$ cat config.mk
export PLATFORM = sky130hd
export DESIGN_NAME = core_c1_wback
export DESIGN_NICKNAME = d
export VERILOG_FILES = /design/src/rtl/core_c1_wback_pkg.sv /design/src/rtl/core_c1_wback_idxq.sv /design/src/rtl/core_c1_wback.sv
export SDC_FILE = /design/constraint.sdc
export NUM_CORES = 1
export LEC_CHECK = 0
export CAP_MARGIN = 20
export CORE_MARGIN = 3
export CORE_UTILIZATION = 47
export CTS_CLUSTER_SIZE = 28
export DETAILED_ROUTE_END_ITERATION = 8
export MAX_ROUTING_LAYER = met4
export PLACE_DENSITY_LB_ADDON = 0.2
export SYNTH_ARGS = -nofsm -noshare
export SYNTH_HDL_FRONTEND = slang
export SYNTH_HIERARCHICAL = 1
export SYNTH_SLANG_ARGS = --single-unit
$ cat constraint.sdc
create_clock -name clk -period 4.21 [get_ports clk]
set_clock_uncertainty 0.1 [all_clocks]
set_input_delay 1.263 -clock clk [delete_from_list [all_inputs] [get_ports clk]]
set_output_delay 1.263 -clock clk [all_outputs]
set_load 0.05 [all_outputs]
$ cat src/rtl/core_c1_wback_pkg.sv
// ----------------------------------------------------------------------------
// core_c1_wback_pkg
// Shared core parameters and types for the write-back stage.
//   XLEN       : data path width
//   REG_IDX_W  : register index width
//   LDQ_DEPTH  : pending-load index queue depth
// ----------------------------------------------------------------------------
package core_c1_wback_pkg;

    localparam int unsigned XLEN      = 32;
    localparam int unsigned REG_IDX_W = 5;
    localparam int unsigned LDQ_DEPTH = 4;
    localparam int unsigned LDQ_PTR_W = $clog2(LDQ_DEPTH);
    localparam int unsigned NUM_REGS  = 1 << REG_IDX_W;

    // Queue occupancy value meaning "full"
    localparam logic [LDQ_PTR_W:0] LDQ_CNT_FULL = LDQ_DEPTH[LDQ_PTR_W:0];

    typedef logic [REG_IDX_W-1:0] reg_idx_t;
    typedef logic [XLEN-1:0]      xdata_t;

    typedef struct packed {
        reg_idx_t idx;
        xdata_t   data;
    } wb_t;

    // Source of the register-file write launched in the current cycle
    typedef enum logic [1:0] {
        WB_NONE,
        WB_ALU,
        WB_LOAD,
        WB_HOLD
    } wb_src_e;

    // x0 is hardwired: it never holds a result and never creates a dependency
    function automatic logic idx_live(input reg_idx_t idx);
        return idx != '0;
    endfunction

endpackage

$ cat src/rtl/core_c1_wback_idxq.sv
// ----------------------------------------------------------------------------
// core_c1_wb_idxq
// In-order FIFO of register indices with occupancy count.
// Push while full and pop while empty are ignored.
//   clk, rst_n : clock, asynchronous active-low reset
//   i_push     : enqueue i_din
//   i_din      : index to enqueue
//   i_pop      : dequeue head
//   o_dout     : head entry (valid when !o_empty)
//   o_full     : DEPTH entries held
//   o_empty    : no entries held
//   o_count    : number of entries held
// ----------------------------------------------------------------------------
module core_c1_wb_idxq
    import core_c1_wback_pkg::*;
#(
    parameter int unsigned DEPTH = LDQ_DEPTH,
    parameter int unsigned W     = REG_IDX_W
) (
    input  logic                       clk,
    input  logic                       rst_n,
    input  logic                       i_push,
    input  logic [W-1:0]               i_din,
    input  logic                       i_pop,
    output logic [W-1:0]               o_dout,
    output logic                       o_full,
    output logic                       o_empty,
    output logic [$clog2(DEPTH):0]     o_count
);

    localparam int unsigned PW       = $clog2(DEPTH);
    localparam logic [PW-1:0] PTR_ONE  = 1;
    localparam logic [PW:0]   CNT_ONE  = 1;
    localparam logic [PW:0]   CNT_FULL = DEPTH[PW:0];

    logic [W-1:0]  r_mem [DEPTH];
    logic [PW-1:0] r_wr_ptr;
    logic [PW-1:0] r_rd_ptr;
    logic [PW:0]   r_count;
    logic          w_push;
    logic          w_pop;

    assign o_full  = (r_count == CNT_FULL);
    assign o_empty = (r_count == '0);
    assign o_count = r_count;
    assign o_dout  = r_mem[r_rd_ptr];

    assign w_push = i_push && !o_full;
    assign w_pop  = i_pop && !o_empty;

    // Pointers wrap naturally: DEPTH is a power of two
    always_ff @(posedge clk or negedge rst_n) begin
        if (!rst_n) begin
            r_wr_ptr <= '0;
            r_rd_ptr <= '0;
            r_count  <= '0;
            for (int unsigned i = 0; i < DEPTH; i++) begin
                r_mem[i] <= '0;
            end
        end else begin
            if (w_push) begin
                r_mem[r_wr_ptr] <= i_din;
                r_wr_ptr        <= r_wr_ptr + PTR_ONE;
            end
            if (w_pop) begin
                r_rd_ptr <= r_rd_ptr + PTR_ONE;
            end
            case ({w_push, w_pop})
                2'b10:   r_count <= r_count + CNT_ONE;
                2'b01:   r_count <= r_count - CNT_ONE;
                default: r_count <= r_count;
            endcase
        end
    end

endmodule

$ cat src/rtl/core_c1_wback.sv
// ----------------------------------------------------------------------------
// core_c1_wback
// Write-back stage: merges single-cycle ALU results and in-order load
// responses onto one registered register-file write port, tracks pending
// load destinations for decode hazard detection.
//   clk, rst_n                        : clock, asynchronous active-low reset
//   alu_valid/alu_idx/alu_data        : ALU result (highest write priority)
//   ld_issue/ld_issue_idx             : load issued, destination reserved
//   ld_issue_ready                    : load-index queue not full
//   ld_resp_valid/ld_resp_data        : in-order load response
//   ld_resp_ready                     : response accepted (hold register free)
//   chk_rs1_idx/chk_rs2_idx/chk_rd_idx: decode-stage operand indices
//   hazard                            : decode must stall (RAW/WAW on a load)
//   rd_valid/rd_idx/rd_data           : registered register-file write port
// ----------------------------------------------------------------------------
module core_c1_wback
    import core_c1_wback_pkg::*;
(
    input  logic     clk,
    input  logic     rst_n,
    input  logic     alu_valid,
    input  reg_idx_t alu_idx,
    input  xdata_t   alu_data,
    input  logic     ld_issue,
    input  reg_idx_t ld_issue_idx,
    output logic     ld_issue_ready,
    input  logic     ld_resp_valid,
    input  xdata_t   ld_resp_data,
    output logic     ld_resp_ready,
    input  reg_idx_t chk_rs1_idx,
    input  reg_idx_t chk_rs2_idx,
    input  reg_idx_t chk_rd_idx,
    output logic     hazard,
    output logic     rd_valid,
    output reg_idx_t rd_idx,
    output xdata_t   rd_data
);

    logic                w_push;
    logic                w_pop;
    logic                w_full;
    logic                w_empty;
    logic [LDQ_PTR_W:0]  w_count;
    reg_idx_t            w_head_idx;
    logic                w_resp_acc;
    logic                w_to_hold;
    wb_src_e             w_src;
    wb_t                 w_wb;
    logic [NUM_REGS-1:0] w_busy_nxt;

    logic [NUM_REGS-1:0] r_busy;
    logic                r_hold_valid;
    wb_t                 r_hold;
    logic                r_rd_valid;
    reg_idx_t            r_rd_idx;
    xdata_t              r_rd_data;
    logic                r_rd_load;

    // A response is taken only with a free hold slot and a matching queue entry
    assign w_resp_acc = ld_resp_valid && !r_hold_valid && !w_empty;
    assign w_pop      = w_resp_acc;
    assign w_push     = ld_issue && !w_full;
    assign w_to_hold  = w_resp_acc && alu_valid;

    core_c1_wb_idxq #(
        .DEPTH (LDQ_DEPTH),
        .W     (REG_IDX_W)
    ) u_idxq (
        .clk     (clk),
        .rst_n   (rst_n),
        .i_push  (w_push),
        .i_din   (ld_issue_idx),
        .i_pop   (w_pop),
        .o_dout  (w_head_idx),
        .o_full  (w_full),
        .o_empty (w_empty),
        .o_count (w_count)
    );

    assert property (@(posedge clk) disable iff (!rst_n) w_count <= LDQ_CNT_FULL);

    assign ld_issue_ready = !w_full;
    assign ld_resp_ready  = !r_hold_valid;

    assign hazard = (idx_live(chk_rs1_idx) && r_busy[chk_rs1_idx]) ||
                    (idx_live(chk_rs2_idx) && r_busy[chk_rs2_idx]) ||
                    (idx_live(chk_rd_idx)  && r_busy[chk_rd_idx]);

    // Write-port arbitration: ALU, then a held load, then a fresh response
    always_comb begin
        w_src = WB_NONE;
        w_wb  = '0;
        if (alu_valid) begin
            w_src = WB_ALU;
            w_wb  = '{idx: alu_idx, data: alu_data};
        end else if (r_hold_valid) begin
            w_src = WB_HOLD;
            w_wb  = r_hold;
        end else if (w_resp_acc) begin
            w_src = WB_LOAD;
            w_wb  = '{idx: w_head_idx, data: ld_resp_data};
        end
    end

    // Busy bit is released once the load write has been presented on rd_*
    // (i.e. the register file holds the value); a new reservation wins.
    always_comb begin
        w_busy_nxt = r_busy;
        if (r_rd_load) begin
            w_busy_nxt[r_rd_idx] = 1'b0;
        end
        if (w_push && idx_live(ld_issue_idx)) begin
            w_busy_nxt[ld_issue_idx] = 1'b1;
        end
    end

    always_ff @(posedge clk or negedge rst_n) begin
        if (!rst_n) begin
            r_busy       <= '0;
            r_hold_valid <= 1'b0;
            r_hold       <= '0;
            r_rd_valid   <= 1'b0;
            r_rd_idx     <= '0;
            r_rd_data    <= '0;
            r_rd_load    <= 1'b0;
        end else begin
            r_busy <= w_busy_nxt;

            if (w_to_hold) begin
                r_hold_valid <= 1'b1;
                r_hold       <= '{idx: w_head_idx, data: ld_resp_data};
            end else if (w_src == WB_HOLD) begin
                r_hold_valid <= 1'b0;
            end

            r_rd_valid <= (w_src != WB_NONE) && idx_live(w_wb.idx);
            r_rd_load  <= ((w_src == WB_LOAD) || (w_src == WB_HOLD)) && idx_live(w_wb.idx);
            if (w_src != WB_NONE) begin
                r_rd_idx  <= w_wb.idx;
                r_rd_data <= w_wb.data;
            end
        end
    end

    assign rd_valid = r_rd_valid;
    assign rd_idx   = r_rd_idx;
    assign rd_data  = r_rd_data;

endmodule
==> results_dict.tcl, run 1 <==
set metrics [dict create \
    status "finished, violations left" \
    violations "negative setup slack" \
    switching_share_pct 33.9 \
    p_sw_mw 1.99 \
    drt_first_pass_iters 5 \
    syn_area_sq_um 6730 \
    fin_util_pct 65.0 \
    die_w_um 126 \
    synth.distinct_cells 46 \
    wire_per_inst_um 19.7 \
    hold_viol_final 0 \
    hp-class "register to register" \
    critPathKind "input pin to output port" \
    syn2layout_area_growth_pct 34.6 \
    tritoncts "done" \
    drc 0 \
    cp_cell_sequence "buf_12 > mux4_2 > mux4_2 > a211o_1 > or3_4 > buf_8" \
    synthCells 573 \
    power.total_mw 5.86 \
    whs_ns 0.401 \
    async_flop_share_pct 100 \
    yosysTopAreaCell "dfrtp_1" \
    place_hpwl_mm 12.7 \
    grtUsageMet1_pct 29.7 \
    arrival_ns 3.14 \
    synth_top_area_share_pct 50.2 \
    clockRootBuffer "clkbuf_16" \
    dpl-instance-area_sq_um 8330 \
    place_inst 875 \
    place_ws_ns -0.917 \
    critical_path_required_ns 2.85 \
    drtAntennaViolNets 0 \
    grt_pass1_vias 5629 \
    grt_pass1_wl_mm 29.1 \
    worstPathMaxFanout 4 \
    viasPerCell 5.88 \
    drive_gt1_share_pct 21.6 \
    numCtsBuffers 17 \
    fin_nets 817 \
    synth_edf_count 0 \
    crit_slowest_cell "mux4_2" \
    finalCritPeriodShare_pct 107 \
    track_usage_pct 23.8 \
    fp.coreArea_sq_um 13900 \
    grt_busiest_layer "met2" \
    synth.area.top_cells "dfrtp_1, mux2_2, a22oi_1, o21ai_0, mux4_2" \
    ys.flop_type "dfrtp_1" \
    layout.cells.non_filler 910 \
    die_h_um 126 \
    stdcell_area_sq_um 9050 \
    tightest_slew_ns 0.578 \
    globalplace.congestion 0.857 \
    clock_sinks 135 \
    antenna_found_initial 0 \
    setup_violations 1 \
    use_met2_pct 38.4 \
    ys_ff_latch 135 \
    path_delay_family "multiplexers" \
    syn_avg_cell_area_sq_um 11.7 \
    end_kind "output port" \
    power.internal_mw 3.87 \
    finalMaxSlewViolations 0 \
    htreeDepth 4 \
    io_buffers 134 \
    power_density_nw_per_um2 647 \
    setup_ws_ns -0.292 \
    clkSlewWorstSetupHoldPaths_ns 0.05 \
    diodes 0 \
    yosys_warnings 6 \
    period_needed_ns 4.50 \
    yosysSeqAreaShare_pct 50.2 \
    crit_path_start_kind "input pin" \
    gr-total-overflow 0 \
    vias 5355 \
    cts_max_path_buffers 2 \
    critPathBufInv 2 \
    grtUsageMet3_pct 6.06 \
    wl_mm 17.9 \
    vdd_drop_max_v 0.000474 \
    initial_core_util_pct 48.3 \
    share_seq_of_total_power_pct 38.5 \
    drt_iter0_markers 409 \
    setup_tns_ns -0.292 \
    power_frac_comb_pct 33.7 \
    p_clk_share_pct 27.8 \
    dieArea_sq_um 15800 \
    clock_latency_ns 0.42 \
    hold_buffers 0 \
    rsz0062_at_grt "yes" \
    std_cell_rows 43 \
    p_leak_nw 3.62 \
    max_freq_ghz 0.222 \
    cap_viol_max_count 0 \
    path_common_cell "mux4_2" \
    io_pins 135 \
    grt_max_degree 84 \
    slowest_delay_ns 0.50 \
    synth_fp_nets 673 \
    max_slew_margin_pct 61.3 \
]
-- state kept, by name, indices dropped and copies added, names as in the netlist --
signal and flops:
r_rd_load 1, u_idxq/o_count 3, u_idxq/r_rd_ptr 2, u_idxq/r_wr_ptr 2, r_hold 37, r_hold_valid 1
u_idxq/r_mem 20, rd_data 32, rd_idx 5, r_busy 31, rd_valid 1
-- logic make-up (layout without fill, tap and decap cells) --
family,after synthesis,after routing,synth area share [%]
buffers and inverters,52,209,3.22
adders and majority gates,6,6,1.23
xor gates and xnor gates,6,6,0.782
and+or+nand+nor,86,86,7.18
muxes,97,97,19.8
AOI/OAI and AO/OA,191,191,17.6
DFF,135,135,50.2
-- cell type report --
class	instances	area, sq um
Clock buffer	20	457
Clock inverter	12	199
Fill cell	1086	4880
Inverter	12	45.0
Multi-Input combinational cell	386	3150
Sequential cell	135	3380
Tap cell	180	225
Timing Repair Buffer	165	1600
-- worst paths after layout --
kind / start / end / slack, ns / cells past startpoint
worst max-delay path: chk_rs2_idx[0] / hazard / -0.29 / 6
worst min-delay path: u_idxq/r_mem[8]$_DFFE_PN0P_ / u_idxq/r_mem[8]$_DFFE_PN0P_ / 0.40 / 1
worst max register to register: r_hold_valid$_DFFE_PN0P_ / r_hold[5]$_DFFE_PN0P_ / 1.68 / 6
worst min register to register: u_idxq/r_mem[8]$_DFFE_PN0P_ / u_idxq/r_mem[8]$_DFFE_PN0P_ / 0.40 / 1
max in group asynchronous: rst_n / u_idxq/r_mem[0]$_DFFE_PN0P_ / 2.43 / 3
min in group asynchronous: rst_n / r_hold[13]$_DFFE_PN0P_ / 0.65 / 1
-- cell usage in the layout, fill, tap and decap left out, types with 2 or more instances in the layout --
cell type        instances
dlygate4sd2_1            5
a21oi_1                  2
nand3b_1                 8
clkdlybuf4s50_1        122
buf_6                    3
a221oi_1                 2
nand2_1                 23
o21ai_0                100
mux4_1                   2
dfrtp_1                135
nor3_1                   4
mux2_2                  60
bufinv_16                5
buf_4                   28
clkbuf_8                 2
or3b_2                   3
xnor2_1                  3
xor2_1                   3
nand2b_1                 7
nor2b_1                 10
clkbuf_16               17
o211ai_1                 3
or4_1                    2
inv_1                   12
nor2_1                  11
nand3_1                  6
clkinv_4                 3
clkinv_2                 3
mux4_2                  20
buf_2                    2
a22oi_1                 71
and2_1                   2
mux2i_1                 14
a21o_1                   5
ha_1                     5
-- cell usage after synthesis, types with 3 or more instances --
master,count
nor3_1,4
dfrtp_1,135
nand2b_1,8
nand3b_1,8
clkbuf_1,30
ha_1,5
nand3_1,6
buf_2,3
inv_1,12
or3b_2,3
mux2_2,60
a22oi_1,71
nor2_1,11
mux4_2,20
xnor2_1,3
o21ai_0,100
nand2_1,23
xor2_1,3
mux2i_1,15
o211ai_1,3
buf_1,5
a21o_1,5
nor2b_1,11
-- worst reg2reg max path, delay by kind of cell (launching register included) --
| family | cells | cell delay, ns |
|---|---|---|
| buffers and inverters | 3 | 1.03 |
| AND/OR/NAND/NOR | 2 | 0.49 |
| multiplexers | 1 | 0.41 |
| flip-flops | 1 | 0.37 |
-- power groups by stage --
stage | Clock, mW | Combinational (mW) | Sequential [mW]
6_report | 1.63 | 1.97 | 2.26
5_1_grt | 1.71 | 2.14 | 2.33
4_1_cts | 1.65 | 1.98 | 2.25
3_5_place_dp | 0 | 1.95 | 2.27
3_3_place_gp | 0 | 1.89 | 2.23
2_1_floorplan | 0 | 1.16 | 2.35
-- routing by layer --
metal / up-vias / part of all wire (%)
met1: 2701 / 41
met5: - / 0
met3: 31 / 5.9
li1: 2442 / -
met4: 0 / 2.3
met2: 181 / 50
-- repair_timing --
| item | CTS | global route |
|---|---|---|
| endpoints found under the setup margin | 1 | 1 |
| hold endpoints to repair | 0 | 0 |
| pin swaps | 3 | 2 |
| cloned | 0 | 0 |
| buffers inserted | 2 | 0 |
| gates resized for setup | 27 | 3 |
No activity file was read; power rests on OpenSTA's default activity.
==> run 2: changes to the inputs <==
--- a/config.mk
+++ b/config.mk
@@ -7,7 +7,8 @@
 export LEC_CHECK = 0
 export CAP_MARGIN = 20
 export CORE_MARGIN = 3
-export CORE_UTILIZATION = 47
+export CORE_UTILIZATION = 48
+export CTS_BUF_LIST = sky130_fd_sc_hd__clkbuf_8
 export CTS_CLUSTER_SIZE = 28
 export DETAILED_ROUTE_END_ITERATION = 8
 export MAX_ROUTING_LAYER = met4
==> run 2 against run 1 <==
The flow still finishes with violations (negative setup slack). Power decreased by 7.9%. Utilization increased by 0.61 points. Fmax grew 0.12%. Count of clock-buffer cells in the layout down 2. Die area is 2.0% lower. Largest power group unchanged. Wire length fell by 2.1%. Global-route usage shrank 0.44 points. Via count fell by 0.67%. Flip-flop and latch count is the same. Sequential share of layout area grew 0.98 points.
==> results_dict.tcl, run 2 (synthesis gave the netlist of run 1 again) <==
set metrics [dict create \
    max_freq_ghz 0.222 \
    std_cell_rows 42 \
    die_w_um 124 \
    finalCritPeriodShare_pct 107 \
    antenna_found_initial 0 \
    htreeDepth 4 \
    vdd_drop_max_v 0.000426 \
    drtAntennaViolNets 0 \
    drt_first_pass_iters 5 \
    finalMaxSlewViolations 0 \
    mostFrequentLayoutCell "dfrtp_1" \
    grt_busiest_layer "met2" \
    place_hpwl_mm 12.6 \
    grt_pass1_wl_mm 28.4 \
    slowest_delay_ns 0.50 \
    io_pins 135 \
    cts_max_path_buffers 2 \
    diodes 0 \
    worstPathMaxFanout 4 \
    crit_slowest_cell "mux4_2" \
    layout.cells.non_filler 898 \
    end_kind "output port" \
    p_leak_nw 3.49 \
    status "finished, violations left" \
    grtUsageMet3_pct 5.36 \
    io_buffers 134 \
    use_met2_pct 37.3 \
    rsz0062_at_grt "yes" \
    drc 0 \
    dieArea_sq_um 15500 \
    period_needed_ns 4.50 \
    viasPerCell 5.92 \
    power.total_mw 5.40 \
    crit_path_start_kind "input pin" \
    violations "negative setup slack" \
    syn2layout_area_growth_pct 31.2 \
    gr-total-overflow 0 \
    numCtsBuffers 17 \
    clock_latency_ns 0.44 \
    cap_viol_max_count 0 \
    drt_iter0_markers 362 \
    final_cell_mix "dfrtp_1, clkdlybuf4s50_1, o21ai_0" \
    grt_pass1_vias 5550 \
    regMostFlops "r_hold" \
    max_slew_margin_pct 35.6 \
    clkSlewWorstSetupHoldPaths_ns 0.08 \
    hold_viol_final 0 \
    setup_ws_ns -0.287 \
    setup_violations 1 \
    cp_cell_sequence "buf_8 > mux4_2 > mux4_2 > a211o_1 > or3_4 > buf_8" \
    grtUsageMet1_pct 29.9 \
    place_inst 863 \
    setup_tns_ns -0.287 \
    critPathKind "input pin to output port" \
    initial_core_util_pct 50.0 \
    power_density_nw_per_um2 612 \
    track_usage_pct 23.4 \
    vias 5319 \
    clock_sinks 135 \
    die_h_um 124 \
    tightest_slew_ns 0.967 \
    r2r_slack_ns 1.64 \
    globalplace.congestion 0.843 \
    fp.coreArea_sq_um 13500 \
    wire_per_inst_um 19.5 \
    clockRootBuffer "clkbuf_8" \
    wl_mm 17.5 \
    critical_path_required_ns 2.85 \
    hp-class "register to register" \
    largest_register_ffs 37 \
    grt_max_degree 79 \
    fillCellCount 1067 \
    fin_nets 809 \
    tritoncts "done" \
    place_ws_ns -0.869 \
    arrival_ns 3.13 \
    drive_gt1_share_pct 21.1 \
]
==> run 2: what timing repair did <==
| action | in CTS | in global routing |
|---|---|---|
| hold buffers | 0 | 0 |
| gates resized for setup | 23 | 10 |
| endpoints found under the setup margin | 1 | 1 |
| pin swaps | 5 | 6 |
| buffers inserted | 3 | 0 |
==> run 2: stage by stage <==
stage	hold slack [ns]	util (%)	area, sq um
floorplan	0.375	-	6730
global placement	0.382	61.7	8290
detailed placement	0.390	61.7	8290
CTS	0.407	65.3	8780
global route	0.425	65.6	8820
finish	0.402	65.6	8820
==> run 2: final timing paths <==
| check | from | to | depth (start not counted) |
|---|---|---|---|
| setup / recovery | chk_rs2_idx[0] | hazard | 6 |
| hold / removal | rd_data[25]$_DFFE_PN0P_ | rd_data[25]$_DFFE_PN0P_ | 2 |
| setup reg to reg | r_hold_valid$_DFFE_PN0P_ | r_hold[33]$_DFFE_PN0P_ | 6 |
| hold reg to reg | rd_data[25]$_DFFE_PN0P_ | rd_data[25]$_DFFE_PN0P_ | 2 |
| max in group asynchronous | rst_n | r_hold[34]$_DFFE_PN0P_ | 2 |
| min in group asynchronous | rst_n | rd_data[29]$_DFFE_PN0P_ | 1 |
==> run 2: layout make-up <==
cell class / count / area, sq um / share of cell area [%]
repair buffers: 157 / 1550 / 17.6
well taps: 176 / 220 / 2.50
flip-flops and latches: 135 / 3380 / 38.3
clock buffers: 18 / 248 / 2.81
clock inverters: 14 / 198 / 2.24
inverters: 12 / 45.0 / 0.510
multi-input cells: 386 / 3180 / 36.1
==> run 2: where the power goes <==
part | total (mW) | switching (mW) | internal [mW]
Sequential | 2.25 | 0.446 | 1.81
Clock | 1.18 | 0.514 | 0.667
Combinational | 1.97 | 0.984 | 0.983
==> run 2: routing by layer <==
| layer | vias up | routed length, um |
|---|---|---|
| met5 | - | 0 |
| met4 | 0 | 244 |
| met3 | 20 | 779 |
| met2 | 166 | 8860 |
| met1 | 2702 | 7650 |
| li1 | 2431 | - |
==> run 2: critical path: cells and delay by family <==
family / cells / cell delay (ns)
muxes: 2 / 0.99
buffers and inverters: 2 / 0.25
and+or+nand+nor: 1 / 0.33
AOI/OAI and AO/OA: 1 / 0.30
